## src/rtl/pipe_pkg.sv

```systemverilog
// Shared definitions for elastic pipeline-stage registers: slot-occupancy
// states and the bundle widths used by the E->M stage.
package pipe_pkg;

  typedef enum logic [1:0] {
    ST_EMPTY = 2'd0,
    ST_BUSY  = 2'd1,
    ST_FULL  = 2'd2
  } state_t;

  localparam int unsigned EM_CTRL_W = 4;
  localparam int unsigned EM_DATA_W = 108;

endpackage

```

## src/rtl/pipe_slot.sv

```systemverilog
// One storage slot of an elastic stage: a control + data register with a
// load enable and a control-only clear used to turn the slot into a bubble.
module pipe_slot
  import pipe_pkg::*;
#(
  parameter int unsigned CTRL_W = EM_CTRL_W,
  parameter int unsigned DATA_W = EM_DATA_W
) (
  input  logic              clk,
  input  logic              rst_n,
  input  logic              load,
  input  logic              clr_ctrl,
  input  logic [CTRL_W-1:0] in_ctrl,
  input  logic [DATA_W-1:0] in_data,
  output logic [CTRL_W-1:0] ctrl,
  output logic [DATA_W-1:0] data
);

  // Clearing only touches ctrl; data is left as-is so a flushed slot
  // still shows its last payload.
  always_ff @(posedge clk or negedge rst_n) begin
    if (!rst_n) begin
      ctrl <= '0;
    end else if (clr_ctrl) begin
      ctrl <= '0;
    end else if (load) begin
      ctrl <= in_ctrl;
    end
  end

  always_ff @(posedge clk or negedge rst_n) begin
    if (!rst_n) begin
      data <= '0;
    end else if (load && !clr_ctrl) begin
      data <= in_data;
    end
  end

endmodule

```

## src/rtl/elastic_stage_reg.sv

```systemverilog
// Elastic pipeline-stage register with a 2-entry skid buffer, registered
// InReady, synchronous flush and a saturating stall counter.
module elastic_stage_reg
  import pipe_pkg::*;
#(
  parameter int unsigned CTRL_W = EM_CTRL_W,
  parameter int unsigned DATA_W = EM_DATA_W,
  parameter int unsigned CNT_W  = 16
) (
  input  logic              CLK,
  input  logic              ResetN,
  input  logic              Flush,
  input  logic              ClrCnt,
  input  logic              InValid,
  output logic              InReady,
  input  logic [CTRL_W-1:0] InCtrl,
  input  logic [DATA_W-1:0] InData,
  output logic              OutValid,
  input  logic              OutReady,
  output logic [CTRL_W-1:0] OutCtrl,
  output logic [DATA_W-1:0] OutData,
  output logic [CNT_W-1:0]  StallCnt
);

  state_t state;
  state_t state_nxt;

  logic in_fire;
  logic out_fire;

  logic load_main;
  logic load_skid;
  logic main_from_skid;

  logic [CTRL_W-1:0] main_ctrl;
  logic [DATA_W-1:0] main_data;
  logic [CTRL_W-1:0] skid_ctrl;
  logic [DATA_W-1:0] skid_data;
  logic [CTRL_W-1:0] main_in_ctrl;
  logic [DATA_W-1:0] main_in_data;

  assign OutValid = (state != ST_EMPTY);
  assign in_fire  = InValid && InReady;
  assign out_fire = OutValid && OutReady;

  always_ff @(posedge CLK or negedge ResetN) begin
    if (!ResetN) begin
      state <= ST_EMPTY;
    end else begin
      state <= state_nxt;
    end
  end

  // Flush overrides every handshake event; slot loads are suppressed and
  // both slots' ctrl is cleared instead.
  always_comb begin
    state_nxt      = state;
    load_main      = 1'b0;
    load_skid      = 1'b0;
    main_from_skid = 1'b0;
    if (Flush) begin
      state_nxt = ST_EMPTY;
    end else begin
      unique case (state)
        ST_EMPTY: begin
          if (in_fire) begin
            state_nxt = ST_BUSY;
            load_main = 1'b1;
          end
        end
        ST_BUSY: begin
          if (in_fire && out_fire) begin
            load_main = 1'b1;
          end else if (in_fire) begin
            state_nxt = ST_FULL;
            load_skid = 1'b1;
          end else if (out_fire) begin
            state_nxt = ST_EMPTY;
          end
        end
        ST_FULL: begin
          if (out_fire) begin
            state_nxt      = ST_BUSY;
            load_main      = 1'b1;
            main_from_skid = 1'b1;
          end
        end
        default: begin
          state_nxt = ST_EMPTY;
        end
      endcase
    end
  end

  always_comb begin
    main_in_ctrl = InCtrl;
    main_in_data = InData;
    if (main_from_skid) begin
      main_in_ctrl = skid_ctrl;
      main_in_data = skid_data;
    end
  end

  pipe_slot #(
    .CTRL_W (CTRL_W),
    .DATA_W (DATA_W)
  ) u_main (
    .clk      (CLK),
    .rst_n    (ResetN),
    .load     (load_main),
    .clr_ctrl (Flush),
    .in_ctrl  (main_in_ctrl),
    .in_data  (main_in_data),
    .ctrl     (main_ctrl),
    .data     (main_data)
  );

  pipe_slot #(
    .CTRL_W (CTRL_W),
    .DATA_W (DATA_W)
  ) u_skid (
    .clk      (CLK),
    .rst_n    (ResetN),
    .load     (load_skid),
    .clr_ctrl (Flush),
    .in_ctrl  (InCtrl),
    .in_data  (InData),
    .ctrl     (skid_ctrl),
    .data     (skid_data)
  );

  // Registered from next state only, so OutReady never reaches InReady
  // combinationally.
  always_ff @(posedge CLK or negedge ResetN) begin
    if (!ResetN) begin
      InReady <= 1'b1;
    end else begin
      InReady <= (state_nxt != ST_FULL);
    end
  end

  always_ff @(posedge CLK or negedge ResetN) begin
    if (!ResetN) begin
      StallCnt <= '0;
    end else if (ClrCnt) begin
      StallCnt <= '0;
    end else if (OutValid && !OutReady && (StallCnt != '1)) begin
      StallCnt <= StallCnt + CNT_W'(1);
    end
  end

  assign OutCtrl = OutValid ? main_ctrl : '0;
  assign OutData = main_data;

endmodule

```

## config.mk

```make
export PLATFORM = sky130hd
export DESIGN_NAME = elastic_stage_reg
export DESIGN_NICKNAME = d
export VERILOG_FILES = /design/src/rtl/pipe_pkg.sv /design/src/rtl/pipe_slot.sv /design/src/rtl/elastic_stage_reg.sv
export SDC_FILE = /design/constraint.sdc
export NUM_CORES = 1
export LEC_CHECK = 0
export ABC_AREA = 1
export BUFFER_PORTS_ARGS = -buffer_cell sky130_fd_sc_hd__buf_4
export CAP_MARGIN = 20
export CORE_AREA = 2 2 144 146
export CTS_CLUSTER_DIAMETER = 30
export DETAILED_ROUTE_END_ITERATION = 8
export DIE_AREA = 0 0 146 148
export GPL_TIMING_DRIVEN = 0
export PLACE_DENSITY = 0.8
export SLEW_MARGIN = 0
export SYNTH_ARGS = -nofsm -noshare
export SYNTH_HDL_FRONTEND = slang
export SYNTH_SLANG_ARGS = --single-unit
```

## constraint.sdc

```tcl
create_clock -name CLK -period 4.1 [get_ports CLK]
set_clock_uncertainty 0.2 [all_clocks]
set_input_delay 0.615 -clock CLK [delete_from_list [all_inputs] [get_ports CLK]]
set_output_delay 0.615 -clock CLK [all_outputs]
set_load 0.01 [all_outputs]
```

=== Yosys cells after proc, flatten, opt, wreduce, memory -nomap -nowiden ===
Index checks and enable logic that the tools add are counted.

* Register bits: 243
* Input port bits: 118
* Output and inout bits: 130
* Word-level logic and storage cells: 52

* $add $sub $neg: 1
* Equality and inequality tests: 4
* Muxes and demuxes: 26
* Reductions and logical operators: 14

{| class="wikitable"
|+ Operators by type and width
! cell !! count
|-
| two-way mux 108 bit || 1
|-
| two-way mux 16 bit || 2
|-
| two-way mux 4 bit || 6
|-
| adder 16 x 1 -> 16 bit, second input constant || 1
|-
| != test 16 bit, second input constant || 1
|-
| two-way mux 2 bit || 6
|-
| two-way mux 1 bit || 9
|-
| nonzero test 2 bit || 4
|-
| logical AND 1 bit || 7
|-
| case mux 2 bit (3 select lines) || 1
|-
| case mux 1 bit (3 select lines) || 1
|-
| equality test 2 x 1 -> 1 bit, second input constant || 1
|-
| equality test 2 bit, second input constant || 1
|-
| zero test 1 bit || 2
|-
| zero test 2 bit || 1
|-
| != test 2 bit, second input constant || 1
|}

=== Logic depth before layout (Yosys ltp) ===
Gate-level depths: netlist of the first run.

* Word-level depth: 8
* Mapped depth: 10
* Mapped depth without buffers: 9

=== Hierarchy ===
Synthesis of the first run repeated with hierarchy kept, for this count alone.

* Cells, all modules: 1279
* Area total of the unflattened synthesis: 11571.1 µm²

{| class="wikitable"
|+ Modules (own cells, without submodules)
! module !! times used !! cells each !! area an instance (µm²) !! seq. area each (µm²)
|-
| pipe_slot || 2 || 487 || 4453.0 || 2802.7
|-
| elastic_stage_reg || 1 || 305 || 2665.1 || 476.7
|}

=== Least setup slack after synthesis of the first run ===
Ideal clock, no wire load.

* Path type: register -> register
* Start: register StallCnt[0]
* End: register StallCnt[12]
* Library setup time: 0.066 ns
* Arrival time: 1.574 ns
* Data required time: 3.834 ns
* Setup slack: 2.260 ns
* Stages on the path, launching flop included: 11
* Path through: dfrtp_1 > ha_1 > nand3_1 > inv_2 > nand2_2 > nor2_2 > nor2_4 > nor2_4 > buf_6 > nand2_1 > nand2_1

* Word-level cells in the longest chain between the ends: 3
* Elaborated cells between the ends (all ways): 6
* Classes of those cells: add/sub: 1; eq/ne: 1; mux: 2; reduce/logical: 2

{| class="wikitable"
|+ RTL lines
! item !! RTL line !! source
|-
| start, declared || elastic_stage_reg.sv:22 || <nowiki>output logic [CNT_W-1:0] StallCnt</nowiki>
|-
| start signal, assigned || elastic_stage_reg.sv:148 || <nowiki>StallCnt <= StallCnt + CNT_W'(1);</nowiki>
|-
| adder 16 x 1 -> 16 bit or != test 16 bit (tied branches) || elastic_stage_reg.sv:148, elastic_stage_reg.sv:147 ||
|-
| two-way mux 16 bit or logical AND 1 bit (tied branches) || elastic_stage_reg.sv:147 || <nowiki>end else if (OutValid && !OutReady && (StallCnt != '1)) begin</nowiki>
|-
| two-way mux 16 bit or nonzero test 2 bit (tied branches) || n/a ||
|}

Several ways; a longest one is shown, not always the timed one. The select of a mux whose other input is x is not followed.
A chain may end at the register's enable or synchronous reset.

=== Worst setup path in the final report of the first run ===
* Start: register state[0]
* End: output OutCtrl[3]

* Word-level cells in the longest chain between the ends: 2

{| class="wikitable"
|+ RTL lines
! item !! RTL line !! source
|-
| start, declared || elastic_stage_reg.sv:25 || <nowiki>state_t state;</nowiki>
|-
| start signal, assigned || elastic_stage_reg.sv:50 || <nowiki>state <= state_nxt;</nowiki>
|-
| nonzero test 2 bit || elastic_stage_reg.sv:42 || <nowiki>assign OutValid = (state != ST_EMPTY);</nowiki>
|-
| two-way mux 4 bit || elastic_stage_reg.sv:152 || <nowiki>assign OutCtrl = OutValid ? main_ctrl : '0;</nowiki>
|-
| end, declared || elastic_stage_reg.sv:20 || <nowiki>output logic [CTRL_W-1:0] OutCtrl,</nowiki>
|}

No other way between the ends.

==> Implementation_results.wiki, run 1 <==
{| class="wikitable"
! Metric !! Value
|-
| EDFF count, synth || 0
|-
| Sum of internal, switching and leakage power || 0.00848 W
|-
| Share of post-route cells with drive strength above 1 || 22.9%
|-
| Switching component of the power || 0.00220 W
|-
| Die boundary width || 146 um
|-
| Reg2reg end || u_skid.data[45]
|-
| CTS Root Buffer Type || sky130_fd_sc_hd__clkbuf_16
|-
| Slowest Stage Delay on Critical Path || 0.44 ns
|-
| Setup repair after global routing missed its margin || no
|-
| Core area || 20000 sq um
|-
| Number of global-route vias before repair || 10200
|-
| Area taken by flip-flops and latches || 6080 sq um
|-
| Critical path launch point || state[0]
|-
| Result of the run || completed
|-
| Arrival time of the worst setup path || 1.37 ns
|-
| Internal power of the cells || 0.00628 W
|-
| Number of clock sinks seen by CTS || 243
|-
| Count of TritonRoute iterations in the first routing pass || 6
|-
| Wire length of the first global-routing pass || 50700 um
|-
| Via count || 10300
|-
| Post-Synthesis Cells || 1371
|-
| Number of buffers added on ports || 247
|-
| Area of the multi-input gates || 3920 sq um
|-
| Seq/Total Area, Yosys || 56.0%
|-
| Max_slew headroom || 63.2%
|-
| Filler instances || 1480
|-
| Most used standard cell by instance count after synthesis || sky130_fd_sc_hd__nand2_1
|-
| Max-cap viol count || 0
|-
| Fraction of synthesis flops using an asynchronous set or reset pin || 100%
|-
| Minimum clock period || 2.18 ns
|-
| Worst min path class || input pin to flip-flop
|-
| Share of the cycle needed by the critical path after routing || 53.3%
|-
| Die Footprint || 21600 sq um
|-
| Reg-to-reg startpoint || state[1]
|-
| Total clock buffers created by CTS || 48
|-
| Maximum resistive drop on vdd || 461 uV
|-
| Cell type with the highest aggregate area in the netlist || sky130_fd_sc_hd__dfrtp_1
|-
| Largest net degree at the start of global routing || 108
|-
| TritonCTS clock tree || done
|-
| Critical path class || flip-flop to output port
|-
| Placed cell areas || 13100 sq um
|-
| Die height || 148 um
|-
| Pins over their slew limit || 0
|-
| Proportion of total power due to net switching || 25.9%
|-
| Clock insertion delay at the later pin of the skew report || 0.53 ns
|-
| Largest fanout on the critical path || 5
|-
| Number of ports placed on the die boundary || 248
|-
| Maximum clock rate || 458 MHz
|-
| Worst-path cell chain || nor2_4 -> nor2_1 -> buf_4
|-
| Number of hold violations in the final report || 0
|-
| Global-route congestion overflow total || 0
|-
| Growth of design area from synthesis to finish || 36.4%
|-
| Setup crit end || OutCtrl[3]
|-
| Power Density || 572 nW/um^2
|-
| Post-synthesis cell type count || 28
|-
| Core utilization of the finished layout || 74.0%
|-
| RD Place Congestion || 0.868
|-
| Sequential cell fraction of total power || 37.6%
|-
| Clock slew at reported path FFs || 0.05 ns
|-
| Measured slew at the worst slew-check pin || 0.552 ns
|-
| CP Data Required Time || 3.28 ns
|-
| Clock power share || 47.4%
|-
| Total setup violations reported at the end of the flow || 0
|-
| Number of antenna violations at the first check in global routing || 0
|-
| Detailed placement HPWL || 20700 um
|-
| Via/cell ratio || 5.19
|-
| Number of rows in the core area || 52
|-
| Count of buffering cells on the critical path with inverters included || 1
|-
| Post-synth top cells || sky130_fd_sc_hd__nand2_1 (506), sky130_fd_sc_hd__dfrtp_1 (242), sky130_fd_sc_hd__o21ai_0 (133)
|-
| Type of destination of the critical path || output port
|-
| Worst-case register-to-register setup slack || 1.95 ns
|-
| Share of the synthesized area in the top cell type || 55.7%
|-
| Synthesized area || 10900 sq um
|-
| Starting DRC count in detailed routing || 607
|-
| Leading register cell type out of synthesis || sky130_fd_sc_hd__dfrtp_1
|-
| Bufs on Longest Clock Path || 3
|-
| R2r worst-path depth || 8
|-
| Setup TNS || 0 ns
|-
| Cell with the biggest individual delay on the critical path || sky130_fd_sc_hd__dfrtp_1
|-
| Number of nets with antenna violations after detailed routing || 0
|-
| Final WL || 31100 um
|-
| Seq cells post-synth || 243
|-
| Reported leakage power || 8.12 nW
|-
| Critical path depth in cells || 3
|-
| # DRC || 0
|-
| Worst slack at placement || 1.75 ns
|-
| Startpoint type of the worst setup path || flip-flop
|-
| Post-CTS setup buffer count || 0
|-
| Cell area after layout || 14800 sq um
|-
| Number of levels in the clock H-tree || 2
|-
| Tot GR Track Use || 29.0%
|-
| Starting density of the core || 54.2%
|-
| Total inserted antenna cells || 0
|-
| Wire length per cell || 15.7 um
|-
| Synth area leaders || sky130_fd_sc_hd__dfrtp_1 (56%), sky130_fd_sc_hd__nand2_1 (17%), sky130_fd_sc_hd__o21ai_0 (6.1%)
|-
| Mean cell area of the mapped netlist || 7.93 sq um
|-
| Worst hold stages || 2
|-
| Cell family contributing the most delay on the critical path || flip-flops
|-
| Combinational cell fraction of total power || 15.0%
|-
| Post-layout nets || 1790
|-
| Setup ws final || 1.92 ns
|-
| Syn. warnings || 0
|-
| Synthesized netlist net count || 1490
|}
-- flip-flops by register name, indices dropped and copies added (netlist names) --
name / flops
u_skid.ctrl: 4
u_main.data: 108
InReady: 1
state: 2
u_main.ctrl: 4
StallCnt: 16
u_skid.data: 108
-- placed cells by master, fill, tap and decap left out, drive strengths merged --
cell,n
o21ai,203
nand4,15
ha,1
dlygate4sd3,1
bufinv,7
dfstp,1
clkinv,8
nand3b,2
clkbuf,88
xor2,5
dfrtp,242
nand3,20
clkinvlp,4
o21bai,2
and2,1
nor2,136
a21oi,26
buf,300
or2,1
o31ai,1
nand2,508
inv,135
-- how the worst min path moves through the flow --
stage | endpoint | start
after floorplan | StallCnt[0] | ResetN
after global placement | u_main.data[105] | u_main.data[105]
after detailed placement | u_main.data[101] | u_main.data[101]
after CTS | state[0] | Flush
after global routing | state[0] | Flush
final | state[0] | Flush
-- timing repair --
| action | in CTS | in global routing |
|---|---|---|
| hold buffers | 1 | 0 |
| gates resized for setup | 0 | 0 |
| endpoints found under the setup margin | 0 | 0 |
| endpoints found under the hold margin | 61 | 0 |
-- per-layer routing --
layer | wire (um) | vias to the layer above | global-route usage [%]
li1 | - | 4878 | -
met1 | 12400 | 4881 | 37.2
met2 | 15200 | 411 | 47.9
met3 | 2340 | 88 | 6.67
met4 | 1140 | 0 | 12.2
met5 | 0 | - | 0
-- power by group through the flow --
stage | clock (W) | sequential, W | combinational (W)
after global placement | 0 | 0.00318 | 0.00121
after detailed placement | 0 | 0.00320 | 0.00126
after global routing | 0.00417 | 0.00324 | 0.00143
after floorplan | 0 | 0.00324 | 0.000533
final | 0.00402 | 0.00319 | 0.00127
after CTS | 0.00404 | 0.00318 | 0.00128
-- area by class of cell --
cell class / count / area share, %
Tap cell: 270 / 2.28
Clock inverter: 20 / 2.00
Inverter: 134 / 3.39
Multi-Input combinational cell: 921 / 26.5
Sequential cell: 243 / 41.0
Clock buffer: 66 / 9.38
Timing Repair Buffer: 250 / 13.0
Buffer: 73 / 2.42
-- logic make-up after synthesis --
| kind of cell | after synthesis | share of synthesized area (%) |
|---|---|---|
| buffers and inverters | 207 | 7.93 |
| adder cells (fa/ha/maj) | 1 | 0.115 |
| flip-flops | 243 | 56.0 |
| AO/OA/AOI/OAI | 232 | 10.8 |
| AND/OR/NAND/NOR | 683 | 24.8 |
| XOR/XNOR | 5 | 0.403 |
-- through the flow --
step	hold slack [ns]	std cells
floorplan	0.119	1371
global placement	0.259	1888
detailed placement	0.260	1890
CTS	0.108	1977
global route	0.122	1977
finish	0.110	1977
Note: power is estimated with default switching activity, not from simulation.
==> inputs of run 2 (changes only) <==
--- a/config.mk
+++ b/config.mk
@@ -5,7 +5,7 @@
 export SDC_FILE = /design/constraint.sdc
 export NUM_CORES = 1
 export LEC_CHECK = 0
-export ABC_AREA = 1
+export ABC_AREA = 0
 export BUFFER_PORTS_ARGS = -buffer_cell sky130_fd_sc_hd__buf_4
 export CAP_MARGIN = 20
 export CORE_AREA = 2 2 144 146
@@ -13,7 +13,7 @@
 export DETAILED_ROUTE_END_ITERATION = 8
 export DIE_AREA = 0 0 146 148
 export GPL_TIMING_DRIVEN = 0
-export PLACE_DENSITY = 0.8
+export PLACE_DENSITY = 0.79
 export SLEW_MARGIN = 0
 export SYNTH_ARGS = -nofsm -noshare
 export SYNTH_HDL_FRONTEND = slang
==> constraint.sdc (replaced) <==
create_clock -name CLK -period 2.1 [get_ports CLK]
set_clock_uncertainty 0.2 [all_clocks]
set_input_delay 0.315 -clock CLK [delete_from_list [all_inputs] [get_ports CLK]]
set_output_delay 0.315 -clock CLK [all_outputs]
set_load 0.01 [all_outputs]
==> Implementation_results.wiki, run 2 <==
{| class="wikitable"
! Metric !! Value
|-
| Wire length of the first global-routing pass || 50800 um (+0.18%)
|-
| Cell with the biggest individual delay on the critical path || sky130_fd_sc_hd__dfstp_2
|-
| Total clock buffers created by CTS || 52 (+8.3%)
|-
| Reg-to-reg startpoint || InReady
|-
| Die Footprint || 21600 sq um (unchanged)
|-
| Mean cell area of the mapped netlist || 12.3 sq um (+56%)
|-
| # DRC || 0 (unchanged)
|-
| Post-synth top cells || sky130_fd_sc_hd__dfrtp_1 (242), sky130_fd_sc_hd__o21ai_0 (223), sky130_fd_sc_hd__mux2i_1 (117)
|-
| Final WL || 34400 um (+11%)
|-
| Leading register cell type out of synthesis || sky130_fd_sc_hd__dfrtp_1
|-
| Maximum clock rate || 465 MHz
|-
| Count of buffering cells on the critical path with inverters included || 3 (+2)
|-
| Starting density of the core || 53.5% (-0.74 points)
|-
| Max-cap viol count || 0 (unchanged)
|-
| Setup ws final || -0.0507 ns (-1.97 ns)
|-
| Number of buffers added on ports || 247 (unchanged)
|-
| Post-synthesis cell type count || 45 (+61%)
|-
| Number of rows in the core area || 52 (unchanged)
|-
| Worst-path cell chain || nand2_4 -> nor3b_4 -> and2b_2 -> buf_8 -> buf_12 -> clkbuf_16 -> mux2_2
|-
| Seq cells post-synth || 243 (unchanged)
|-
| Minimum clock period || 2.15 ns
|-
| Largest fanout on the critical path || 6 (+1)
|-
| Non-filler cells, final || 1614 (-18%)
|-
| Worst min path class || input pin to asynchronous set/reset pin
|-
| Number of ports placed on the die boundary || 248 (unchanged)
|-
| Violated checks || negative setup slack
|-
| Number of clock sinks seen by CTS || 243 (unchanged)
|-
| Most frequent cells in the layout || sky130_fd_sc_hd__buf_4 (267), sky130_fd_sc_hd__dfrtp_1 (240), sky130_fd_sc_hd__o21ai_0 (158)
|-
| Bufs on Longest Clock Path || 3 (unchanged)
|-
| Cell type with the highest aggregate area in the netlist || sky130_fd_sc_hd__dfrtp_1
|-
| Clock insertion delay at the later pin of the skew report || 0.53 ns (about the same)
|-
| Number of nets with antenna violations after detailed routing || 0 (unchanged)
|-
| Syn. warnings || 0 (unchanged)
|-
| Most used standard cell by instance count after synthesis || sky130_fd_sc_hd__dfrtp_1
|-
| Slowest Stage Delay on Critical Path || 0.54 ns (+0.10 ns)
|-
| Pins over their slew limit || 0 (unchanged)
|-
| Die height || 148 um (unchanged)
|-
| Worst slack at placement || -0.314 ns (-2.06 ns)
|-
| Tot GR Track Use || 29.5% (+0.44 points)
|-
| Filler instances || 1052 (-29%)
|-
| Reported leakage power || 7.39 nW (-9.0%)
|-
| CTS Root Buffer Type || sky130_fd_sc_hd__clkbuf_16
|-
| Synth area leaders || sky130_fd_sc_hd__dfrtp_1 (56%), sky130_fd_sc_hd__mux2i_1 (11%), sky130_fd_sc_hd__o21ai_0 (10%)
|-
| Detailed placement HPWL || 17800 um (-14%)
|-
| Critical path class || flip-flop to flip-flop
|-
| Total setup violations reported at the end of the flow || 17 (+17)
|-
| Starting DRC count in detailed routing || 540 (-11%)
|-
| Post-layout nets || 1424 (-20%)
|-
| EDFF count, synth || 0 (unchanged)
|-
| Fraction of synthesis flops using an asynchronous set or reset pin || 100% (unchanged)
|-
| Result of the run || complete, but fails checks
|-
| Share of post-route cells with drive strength above 1 || 40.2% (+17 points)
|-
| Reg2reg end || u_skid.data[69]
|-
| Clock slew at reported path FFs || 0.05 ns (about the same)
|-
| Synthesized area || 10700 sq um (-1.4%)
|-
| Largest net degree at the start of global routing || 116 (+7.4%)
|-
| Sum of internal, switching and leakage power || 0.0188 W (+120%)
|-
| Growth of design area from synthesis to finish || 56.0%
|-
| Power Density || 1120 nW/um^2 (+96%)
|-
| Post-Synthesis Cells || 869 (-37%)
|-
| Largest registers ranked by flip-flop count || u_main.data (108), u_skid.data (108), StallCnt (16)
|-
| Cell family contributing the most delay on the critical path || flip-flops
|-
| RD Place Congestion || 0.831 (-4.3%)
|-
| Number of global-route vias before repair || 9613 (-5.4%)
|-
| Seq/Total Area, Yosys || 56.7% (+0.77 points)
|-
| Setup repair after global routing missed its margin || yes
|-
| Global-route congestion overflow total || 0 (unchanged)
|-
| Core area || 20000 sq um (unchanged)
|-
| Count of TritonRoute iterations in the first routing pass || 5 (-1)
|-
| Most frequent standard cell in the layout excluding fill and tap cells || sky130_fd_sc_hd__buf_4
|-
| Core utilization of the finished layout || 83.5% (+9.5 points)
|-
| Maximum resistive drop on vdd || 1180 uV (+160%)
|-
| Die boundary width || 146 um (unchanged)
|-
| Via/cell ratio || 5.74 (+11%)
|-
| Startpoint type of the worst setup path || flip-flop
|-
| Worst-case register-to-register setup slack || -0.05 ns (-2.00 ns)
|-
| TritonCTS clock tree || done
|-
| Via count || 9265 (-9.7%)
|-
| Number of placed instances with taps included || 1388 (-27%)
|-
| Share of the synthesized area in the top cell type || 56.5% (+0.77 points)
|-
| Number of hold violations in the final report || 0 (unchanged)
|-
| Type of destination of the critical path || flip-flop
|-
| R2r worst-path depth || 7 (-1)
|-
| Arrival time of the worst setup path || 2.36 ns (+0.99 ns)
|-
| Number of levels in the clock H-tree || 2 (unchanged)
|-
| Synthesized netlist net count || 988 (-34%)
|-
| Max_slew headroom || 37.3% (-26 points)
|-
| Measured slew at the worst slew-check pin || 0.940 ns (+0.388 ns)
|-
| Number of antenna violations at the first check in global routing || 0 (unchanged)
|-
| Share of the cycle needed by the critical path after routing || 102%
|-
| Wire length per cell || 21.3 um (+36%)
|-
| CP Data Required Time || 2.31 ns (-0.97 ns)
|-
| Total inserted antenna cells || 0 (unchanged)
|}
-- run 2: per-stage QoR --
step	area [sq um]	hold slack [ns]	TNS [ns]
floorplan	10700	-0.181	-0.923
CTS	16300	0.00350	-0.298
finish	16700	0.0294	-0.309
global route	16700	0.0335	-2.10
global placement	12900	0.288	-386.35
detailed placement	13000	-0.0417	-49.64
-- run 2: cell type report --
| class | instances | area (sq um) | share of cell area, % |
|---|---|---|---|
| flip-flops and latches | 243 | 6080 | 36.4 |
| multi-input cells | 557 | 4460 | 26.7 |
| repair buffers | 385 | 3340 | 20.0 |
| clock buffers | 62 | 1400 | 8.37 |
| clock inverters | 31 | 561 | 3.35 |
| plain buffers | 64 | 532 | 3.18 |
| well taps | 270 | 338 | 2.02 |
| inverters | 2 | 7.51 | 0.0449 |
-- run 2: per-layer routing --
layer,global-route usage [%],share of wire [%],vias up
met2,52.1,51,393
met1,35.2,39,4716
met4,11.2,3.8,0
li1,-,-,4051
met5,0,0,-
met3,6.85,6.3,105
-- run 2: power breakdown --
group / internal (W) / switching, W
combinational: 0.00178 / 0.00134
sequential: 0.00574 / 0.000668
clock: 0.00655 / 0.00267
-- run 2: worst max-delay path by stage --
stage	start	endpoint	slack, ns	cells past startpoint
CTS	state[1]	u_main.data[107]	-0.03	7
global route	InReady	u_skid.data[69]	-0.09	7
finish	InReady	u_skid.data[69]	-0.05	7
global placement	ResetN	u_skid.data[40]	-1.43	1
detailed placement	InReady	u_main.data[64]	-0.31	7
floorplan	InReady	u_skid.data[100]	-0.05	7
-- run 2: kinds of logic after synthesis --
| logic type | after synthesis | synth area share (%) |
|---|---|---|
| compound gates | 252 | 12.2 |
| mux | 231 | 23.6 |
| fa+ha+maj | 1 | 0.117 |
| buf+inv | 70 | 3.47 |
| flops | 243 | 56.7 |
| simple gates | 72 | 3.89 |
-- run 2: what timing repair did --
| item | in CTS | in global routing |
|---|---|---|
| setup buffers | 8 | 9 |
| endpoints found under the hold margin | 466 | 0 |
| pin swaps | 3 | 1 |
| hold buffers | 114 | 0 |
| gates cloned | 3 | 4 |
| endpoints found under the setup margin | 229 | 229 |
| gates resized for setup | 74 | 127 |
-- run 2: worst register-to-register path: cells and delay by family, from the launching register on --
kind | cells | cell delay [ns]
flops | 1 | 0.54
simple gates | 3 | 0.51
buf+inv | 3 | 0.46
mux | 1 | 0.33
